$ cat src/rtl/level_sequencer.sv
// level_sequencer: game-round controller for the password puzzle.
// Generates a per-level password from a 16-bit LFSR, runs a BCD countdown,
// and scores guesses taken on rising edges of `enter`. The round ends in WIN
// after the last level, or in FAIL when the countdown expires.
// Optional build macro: ATTEMPT_LIMIT_EN adds the attempts_left output and
// ends the round after MAX_ATTEMPTS wrong guesses on one level.
module level_sequencer #(
    parameter int          PW_W         = 10,
    parameter int          NUM_LEVELS   = 9,
    parameter int          TICK_DIV     = 100_000_000,
    parameter int          START_SECS   = 30,
    parameter int          SEC_STEP     = 3,
    parameter logic [15:0] LFSR_SEED    = 16'hACE1,
    parameter int          MAX_ATTEMPTS = 3
) (
    input  logic            clk,
    input  logic            reset,
    input  logic            start,
    input  logic            enter,
    input  logic [PW_W-1:0] guess,
    output logic [PW_W-1:0] password,
    output logic [PW_W-1:0] match_mask,
    output logic            mask_valid,
    output logic [3:0]      level,
    output logic [3:0]      secs_tens,
    output logic [3:0]      secs_ones,
    output logic            busy,
    output logic            win,
`ifdef ATTEMPT_LIMIT_EN
    output logic [3:0]      attempts_left,
`endif
    output logic            fail
);

    localparam int TICK_W = $clog2(TICK_DIV);
    localparam logic [TICK_W-1:0] TICK_LAST = TICK_W'(TICK_DIV - 1);
    localparam logic [3:0] LAST_LEVEL = 4'(NUM_LEVELS);

    // Out-of-range configurations are rejected at elaboration.
    if (TICK_DIV < 2 || LFSR_SEED == '0 || NUM_LEVELS < 1 || NUM_LEVELS > 9 ||
        START_SECS < 5 || START_SECS > 99 || PW_W < 1 || PW_W > 16 ||
        MAX_ATTEMPTS < 1 || MAX_ATTEMPTS > 15) begin : gBadParams
        $error("level_sequencer: parameter out of range");
    end

    typedef enum logic [2:0] {
        IDLE,
        GEN,
        PLAY,
        CHECK,
        ADVANCE,
        WIN,
        FAIL
    } seqState_t;

    seqState_t         state;
    seqState_t         nextState;

    logic [15:0]       lfsr;
    logic              lfsrFeedback;
    logic [TICK_W-1:0] tickCount;
    logic              secTick;
    logic              secsZero;
    logic              expired;
    logic              enterQ;
    logic              enterRise;
    logic [PW_W-1:0]   guessReg;
    logic              guessHit;
    logic [PW_W-1:0]   lfsrPw;
    logic [3:0]        startTens;
    logic [3:0]        startOnes;
    int                levelOffset;
    int                startVal;

    assign lfsrFeedback = lfsr[0] ^ lfsr[2] ^ lfsr[3] ^ lfsr[5];
    assign lfsrPw       = lfsr[PW_W-1:0];
    assign enterRise    = enter & ~enterQ;
    assign secTick      = (state == PLAY) && (tickCount == TICK_LAST);
    assign secsZero     = (secs_tens == 4'd0) && (secs_ones == 4'd0);
    assign expired      = secTick && secsZero;
    assign guessHit     = (guessReg == password);

    // Level start time: START_SECS less SEC_STEP per completed level, floored at 5, as BCD.
    always_comb begin
        levelOffset = (int'(level) - 1) * SEC_STEP;
        startVal    = START_SECS - levelOffset;
        if (startVal < 5) begin
            startVal = 5;
        end
        startTens = 4'(startVal / 10);
        startOnes = 4'(startVal % 10);
    end

    // State register.
    always_ff @(posedge clk) begin
        if (!reset) begin
            state <= IDLE;
        end else begin
            state <= nextState;
        end
    end

    // Next-state logic; countdown expiry takes priority over a same-cycle guess.
    always_comb begin
        nextState = state;
        unique case (state)
            IDLE:    if (start) nextState = GEN;
            GEN:     nextState = PLAY;
            PLAY: begin
                if (expired) begin
                    nextState = FAIL;
                end else if (enterRise) begin
                    nextState = CHECK;
                end
            end
            CHECK: begin
                if (guessHit) begin
                    nextState = ADVANCE;
                end else begin
`ifdef ATTEMPT_LIMIT_EN
                    nextState = (attempts_left == 4'd1) ? FAIL : PLAY;
`else
                    nextState = PLAY;
`endif
                end
            end
            ADVANCE: nextState = (level == LAST_LEVEL) ? WIN : GEN;
            WIN:     if (start) nextState = GEN;
            FAIL:    if (start) nextState = GEN;
            default: nextState = IDLE;
        endcase
    end

    // Status outputs decoded from the current state.
    always_comb begin
        busy = 1'b0;
        win  = 1'b0;
        fail = 1'b0;
        unique case (state)
            GEN, PLAY, CHECK, ADVANCE: busy = 1'b1;
            WIN:                       win  = 1'b1;
            FAIL:                      fail = 1'b1;
            default:                   ;
        endcase
    end

    // Free-running LFSR, stepped every cycle outside reset.
    always_ff @(posedge clk) begin
        if (!reset) begin
            lfsr <= LFSR_SEED;
        end else begin
            lfsr <= {lfsrFeedback, lfsr[15:1]};
        end
    end

    // Enter edge register, updated in every state so held buttons never retrigger.
    always_ff @(posedge clk) begin
        if (!reset) begin
            enterQ <= 1'b0;
        end else begin
            enterQ <= enter;
        end
    end

    // Seconds prescaler: cleared in GEN, runs in PLAY, holds elsewhere.
    always_ff @(posedge clk) begin
        if (!reset) begin
            tickCount <= '0;
        end else if (state == GEN) begin
            tickCount <= '0;
        end else if (state == PLAY) begin
            tickCount <= secTick ? '0 : tickCount + 1'b1;
        end
    end

    // BCD countdown: loaded in GEN, decremented once per second in PLAY.
    always_ff @(posedge clk) begin
        if (!reset) begin
            secs_tens <= 4'd0;
            secs_ones <= 4'd0;
        end else if (state == GEN) begin
            secs_tens <= startTens;
            secs_ones <= startOnes;
        end else if (secTick && !secsZero) begin
            if (secs_ones == 4'd0) begin
                secs_ones <= 4'd9;
                secs_tens <= secs_tens - 4'd1;
            end else begin
                secs_ones <= secs_ones - 4'd1;
            end
        end
    end

    // Level counter; levels stay within 1..9 so binary and BCD coincide.
    always_ff @(posedge clk) begin
        if (!reset) begin
            level <= 4'd1;
        end else if ((state == IDLE || state == WIN || state == FAIL) && start) begin
            level <= 4'd1;
        end else if (state == ADVANCE && level != LAST_LEVEL) begin
            level <= level + 4'd1;
        end
    end

    // Password load in GEN; an all-zero LFSR slice is replaced by 1.
    always_ff @(posedge clk) begin
        if (!reset) begin
            password <= '0;
        end else if (state == GEN) begin
            password <= (lfsrPw == '0) ? PW_W'(1) : lfsrPw;
        end
    end

    // Guess capture on an accepted enter edge; discarded when the timer expires that cycle.
    always_ff @(posedge clk) begin
        if (!reset) begin
            guessReg <= '0;
        end else if (state == PLAY && enterRise && !expired) begin
            guessReg <= guess;
        end
    end

    // Match mask and its valid pulse, both registered out of CHECK.
    always_ff @(posedge clk) begin
        if (!reset) begin
            match_mask <= '0;
            mask_valid <= 1'b0;
        end else begin
            mask_valid <= (state == CHECK);
            if (state == GEN) begin
                match_mask <= '0;
            end else if (state == CHECK) begin
                match_mask <= ~(guessReg ^ password);
            end
        end
    end

`ifdef ATTEMPT_LIMIT_EN
    // Remaining wrong guesses for this level: reloaded in GEN, spent on each mismatch.
    always_ff @(posedge clk) begin
        if (!reset) begin
            attempts_left <= 4'd0;
        end else if (state == GEN) begin
            attempts_left <= 4'(MAX_ATTEMPTS);
        end else if (state == CHECK && !guessHit && attempts_left != 4'd0) begin
            attempts_left <= attempts_left - 4'd1;
        end
    end
`endif

endmodule

$ cat config.mk
export PLATFORM = sky130hd
export DESIGN_NAME = level_sequencer
export DESIGN_NICKNAME = d
export VERILOG_FILES = /design/src/rtl/level_sequencer.sv
export SDC_FILE = /design/constraint.sdc
export NUM_CORES = 1
export LEC_CHECK = 0
export CORE_MARGIN = 2
export CORE_UTILIZATION = 40
export DETAILED_ROUTE_END_ITERATION = 6
export GPL_ROUTABILITY_DRIVEN = 0
export PLACE_DENSITY = 0.57
export SETUP_SLACK_MARGIN = 0.15
export SYNTH_ARGS = -nofsm -noshare
export SYNTH_HDL_FRONTEND = slang
export SYNTH_SLANG_ARGS = --single-unit
export TNS_END_PERCENT = 50
$ cat constraint.sdc
create_clock -name clk -period 7.59 [get_ports clk]
set_input_delay 1.8975 -clock clk [delete_from_list [all_inputs] [get_ports clk]]
set_output_delay 1.8975 -clock clk [all_outputs]
set_load 0.02 [all_outputs]
==> results of run 1 <==
## flip-flops by register name, summed over array words and instances (netlist names)
signal / cells
lfsr: 16
password: 10
state: 3
guessReg: 10
match_mask: 10
secs_ones: 4
secs_tens: 4
level: 4
tickCount: 27
enterQ: 1
mask_valid: 1
## repair_timing
action / CTS / global route
gates resized for setup: 0 / 10
buffers inserted: 0 / 4
setup endpoints to repair: 0 / 5
## stage by stage
| stage | utilization | cells | instance area, um^2 | power (mW) | worst slack, ns |
|---|---|---|---|---|---|
| 6_report | 0.489 | 881 | 6450 | 1.29 | 0.534 |
| 5_1_grt | 0.489 | 881 | 6450 | 1.35 | 0.148 |
| 4_1_cts | 0.483 | 877 | 6370 | 1.29 | 0.216 |
| 3_5_place_dp | 0.456 | 861 | 6010 | 0.778 | 0.239 |
| 3_3_place_gp | 0.456 | 861 | 6010 | 0.775 | 0.463 |
| 2_1_floorplan | - | 658 | 5390 | 0.704 | 0.285 |
## cells by family after synthesis
family                   Yosys count  synth area share
AND/OR/NAND/NOR                  281             0.248
multiplexers                      14            0.0272
adder cells (fa/ha/maj)           22            0.0525
XOR/XNOR                          61             0.103
buffers and inverters             54            0.0439
flip-flops                        90             0.335
AO/OA/AOI/OAI                    136             0.191
## power by group
group | switching [mW] | internal, mW | total (mW) | leakage [nW]
clock network | 0.186 | 0.331 | 0.517 | 0.165
logic | 0.150 | 0.106 | 0.256 | 1.66
registers | 0.0227 | 0.495 | 0.518 | 0.733
total | 0.358 | 0.933 | 1.29 | 2.56
## metal layers
layer / wire [um] / global-route usage / part of all wire
met3: 520 / 0.0328 / 0.041
met4: 109 / 0.0441 / 0.0085
met1: 6420 / 0.257 / 0.50
met2: 5790 / 0.278 / 0.45
met5: 0 / 0 / 0
## cells in the final DEF, fill, tap and decap left out, types with 12 or more instances in the layout
cell type	instances
a21oi_1	39
and2_1	12
clkdlybuf4s50_1	49
dfxtp_1	90
ha_1	20
inv_1	23
mux2i_1	12
nand2_1	48
nand3_1	27
nand4_1	12
nor2_1	115
nor3_1	13
nor4_1	12
o21ai_0	20
xnor2_1	24
xor2_1	35
## final cells by class
cell class	count	area share
clock inverter	6	0.0176
sequential	90	0.279
clock buffer	10	0.0370
tap	176	0.0341
timing repair buffer	61	0.0919
multi-input combinational	514	0.526
inverter	24	0.0142
## worst reg2reg max path, delay by kind of cell (launching register included)
family / cells / cell delay, ns
AO/OA/AOI/OAI: 8 / 1.91
XOR/XNOR: 1 / 0.16
adder cells (fa/ha/maj): 7 / 1.89
buffers and inverters: 3 / 0.25
flip-flops: 1 / 0.35
AND/OR/NAND/NOR: 11 / 2.44
## how the worst max path moves through the flow
stage / endpoint / slack, ns
after global routing: secs_ones[2] / 0.15
after global placement: secs_ones[2] / 0.46
after floorplan: secs_ones[2] / 0.29
final: secs_ones[2] / 0.53
after detailed placement: secs_ones[2] / 0.24
after CTS: secs_ones[2] / 0.22
==> qor.yml, run 1 <==
synthCells: 658
routed_wl_mm: 12.8
post_route_cells_drive_above_1_share: 0.0894
ir_drop_mv: 0.159
p_leak_nw: 2.56
fmax_mhz: 142
cp.depth: 30
worstPathMaxFanout: 8
rr_worst_depth: 30
synth-seq-cells: 90
ys_seq_area_frac: 0.335
netlist_area_um2: 5380
max_stage_delay_ns: 0.43
antennaDiodeCount: 0
firstDrtPassIters: 5
max-cap-violations: 0
gr-total-overflow: 0
async_reset_ff_frac: 0
detailed_place_hpwl_mm: 9.56
cp_top_family: "simple AND/OR/NAND/NOR gates"
r2r_end: "secs_ones[2]"
synth_top_area_share: 0.335
setup_tns_ns: 0
skew_ns: 0.00681
grt_usage: 0.179
tightest_slew_ns: 0.808
syn_nets: 694
cp_common_cell: "ha_1"
rrSetupSlack_ns: 0.53
holdWs_ns: 0.410
synth.distinct_cells: 82
crit_start: "level[0]"
grt_max_degree: 28
core.rowCount: 42
synth_area_leaders: "dfxtp_1 (33%), nor2_1 (8.0%), xor2_1 (5.9%), ha_1 (4.9%), xnor2_1 (3.9%)"
insertion_delay_ns: 0.34
grt_pass1_vias: 4345
antenna_found_initial: 0
holdPathStages: 1
setup-violations-final: 0
multi_input_area_um2: 3390
cts-root-buf: "clkbuf_16"
clk_pin_slew_ns: 0.06
synth.most_common_cell: "nor2_1"
cp-end-kind: "flop"
min_period_ns: 7.06
cts_htree_levels: 3
yosys_warnings: 0
hold_path.startpoint: "lfsr[14]"
synth_edf_count: 0
hold_buffers: 0
crit_type: "reg2reg"
drc: 0
clock_path_buffers: 2
port_buffers: 49
seq_area_um2: 1800
cp-start-kind: "flop"
cts_sinks: 90
r2r_start: "level[0]"
path_buf_inv: 3
whs_endpoint: "lfsr[13]"
grt_pass1_wl_mm: 21.3
crit_slowest_cell: "ha_2"
vias_per_cell: 5.38
powerDensity_nw_per_um2: 200
cts_tree: "done"
maxSlewHeadroom: 0.460
rsz0062_at_grt: "false"
dr.first_iter.drc_count: 356
fp.dieArea_um2: 14400
routedWlPerCell_um: 14.6
fin_nets: 736
cp.arrival_ns: 7.31
synth_ff_type: "dfxtp_1"
period_share: 0.930
slew_violations: 0
die_h_um: 120
ios: 50
ys_top_cells_by_count: "nor2_1 (115), dfxtp_1 (90), nand2_1 (48)"
cts_buffers: 9
fill_cells: 1280
synth_area_per_cell_um2: 8.18
syn_to_final_growth_pct: 19.9
die_x_um: 120
holdCritPathClass: "reg2reg"
start_util: 0.408
ant_nets: 0
outcome: "finished clean"
finalHoldViolCount: 0
coreArea_um2: 13200
cp.required_ns: 7.84
vias: 4740
synthDominantAreaCellType: "dfxtp_1"
Note: power is estimated with default switching activity, not from simulation.
==> run 2: changes to the inputs <==
--- a/config.mk
+++ b/config.mk
@@ -7,9 +7,11 @@
 export LEC_CHECK = 0
 export CORE_MARGIN = 2
 export CORE_UTILIZATION = 40
+export CTS_BUF_LIST = sky130_fd_sc_hd__clkbuf_8
 export DETAILED_ROUTE_END_ITERATION = 6
 export GPL_ROUTABILITY_DRIVEN = 0
 export PLACE_DENSITY = 0.57
+export REMOVE_ABC_BUFFERS = 1
 export SETUP_SLACK_MARGIN = 0.15
 export SYNTH_ARGS = -nofsm -noshare
 export SYNTH_HDL_FRONTEND = slang
==> run 2 against run 1 <==
Compared with the run above:
- largest power group unchanged
- register-to-register slack better by 0.03 ns
- combinational power is 3% higher
- final area is 1.1% lower
- hold slack better by 0.0090 ns
- cell count is 0.57% higher
- global-route usage is 0.16 points lower
==> qor.yml, run 2 (synthesis gave the netlist of run 1 again) <==
coreArea_um2: 13200  # unchanged
worstPathMaxFanout: 13  # +5
firstDrtPassIters: 4  # -1
cp.arrival_ns: 7.30  # about the same
die_h_um: 120  # unchanged
holdPathStages: 1  # unchanged
max_stage_delay_ns: 0.48  # +0.05 ns
vias: 4782  # +0.89%
grt_usage: 0.178  # -0.00162
r2r_start: "level[1]"
busiest_layer: "met2"
start_util: 0.408  # unchanged
finalHoldViolCount: 0  # unchanged
drc: 0  # unchanged
syn_to_final_growth_pct: 18.5
insertion_delay_ns: 0.36  # +0.02 ns
dr.first_iter.drc_count: 224  # -37%
gr-total-overflow: 0  # unchanged
skew_ns: 0.0113  # +0.00451 ns
min_period_ns: 7.02  # -0.0324 ns
grt_max_degree: 29  # +3.6%
post_route_cells_drive_above_1_share: 0.0972  # +0.00782
setup_tns_ns: 0  # unchanged
hold_path.startpoint: "lfsr[12]"
ir_drop_mv: 0.107  # -33%
cts_tree: "done"
antenna_found_initial: 0  # unchanged
routedWlPerCell_um: 14.6  # +0.35%
routed_wl_mm: 13.0  # +0.92%
cp.required_ns: 7.86  # +0.02 ns
crit_slowest_cell: "or3b_4"
period_share: 0.925  # -0.00427
cts-root-buf: "clkbuf_8"
ant_nets: 0  # unchanged
fmax_mhz: 142  # +0.46%
clock_path_buffers: 2  # unchanged
whs_endpoint: "lfsr[11]"
cts_sinks: 90  # unchanged
fp.dieArea_um2: 14400  # unchanged
mostFrequentLayoutCell: "nor2_1"
cts_buffers: 9  # unchanged
grt_pass1_wl_mm: 21.0  # -1.3%
cts_htree_levels: 3  # unchanged
final_cell_mix: "nor2_1 (115), dfxtp_1 (90), clkdlybuf4s50_1 (49), nand2_1 (48), a21oi_1 (39)"
clk_pin_slew_ns: 0.08  # +0.02 ns
tightest_slew_ns: 0.865  # +0.0570 ns
r2r_end: "secs_ones[2]"
detailed_place_hpwl_mm: 9.39  # -1.7%
port_buffers: 49  # unchanged
cp_common_cell: "ha_1"
p_leak_nw: 2.51  # -1.9%
antennaDiodeCount: 0  # unchanged
fin_nets: 741  # +0.68%
cp-end-kind: "flop"
max-cap-violations: 0  # unchanged
use_met1: 0.246  # -0.0105
rsz0062_at_grt: "false"
outcome: "finished clean"
reg_top3: "tickCount (27), lfsr (16)"
finalPower_mw: 1.17  # -9.7%
setup-violations-final: 0  # unchanged
die_x_um: 120  # unchanged
holdCritPathClass: "reg2reg"
vias_per_cell: 5.40  # +0.32%
crit_type: "reg2reg"
cp-start-kind: "flop"
powerDensity_nw_per_um2: 183  # -8.7%
largest_reg_flops: 27  # unchanged
ios: 50  # unchanged
maxSlewHeadroom: 0.422  # -0.0381
slew_violations: 0  # unchanged
core.rowCount: 42  # unchanged
rrSetupSlack_ns: 0.57  # +0.03 ns
rr_worst_depth: 30  # unchanged
grtUsageMet3: 0.0433  # +0.0105
grt_pass1_vias: 4311  # -0.78%
met2_usage: 0.276  # -0.00213
top_register: "tickCount"
[run 2: metal layers]
layer	vias up	wire length [um]	part of all wire
met3	8	439	0.034
met1	2268	6410	0.49
li1	2421	-	-
met5	-	0	0
met4	0	115	0.0089
met2	85	5990	0.46
[run 2: area by class of cell]
cell class                 count  area (um^2)
timing repair buffer          65          611
clock buffer                   9          124
clock inverter                 7          116
fill                        1283         6810
tap                          176          220
inverter                      24         91.3
sequential                    90         1800
multi-input combinational    515         3410
[run 2: how the worst max path moves through the flow]
stage	to	cells after the start	slack, ns	start
floorplan	secs_ones[2]	30	0.25	level[0]
global route	secs_ones[2]	30	0.12	level[1]
finish	secs_ones[2]	30	0.57	level[1]
global placement	secs_ones[2]	30	0.53	level[1]
detailed placement	secs_ones[2]	30	0.35	level[1]
CTS	secs_ones[2]	30	0.30	level[1]
[run 2: critical path: cells and delay by family, from the launching register on]
kind            cells  cell delay [ns]
compound gates      9             1.93
xor+xnor            1             0.16
fa+ha+maj           7             1.87
buf+inv             3             0.24
flops               1             0.37
simple gates       10             2.34
[run 2: power breakdown]
group | internal, mW | total [mW] | switching, mW
Clock | 0.219 | 0.386 | 0.167
Sequential | 0.495 | 0.517 | 0.0220
Combinational | 0.109 | 0.263 | 0.154
[run 2: timing repair]
item	CTS	global route
hold buffers	0	0
buffers inserted	0	8
resized for setup	0	13
endpoints found under the hold margin	0	0
setup endpoints to repair	0	5
[run 2: metrics by stage]
| stage | setup WS (ns) | utilization | instances | cell area, um^2 | hold slack, ns |
|---|---|---|---|---|---|
| floorplan | 0.254 | - | 628 | 5240 | 0.386 |
| global placement | 0.525 | 0.456 | 861 | 6010 | 0.393 |
| detailed placement | 0.347 | 0.456 | 861 | 6010 | 0.397 |
| CTS | 0.300 | 0.474 | 877 | 6250 | 0.424 |
| global route | 0.125 | 0.484 | 886 | 6380 | 0.443 |
| finish | 0.567 | 0.484 | 886 | 6380 | 0.419 |
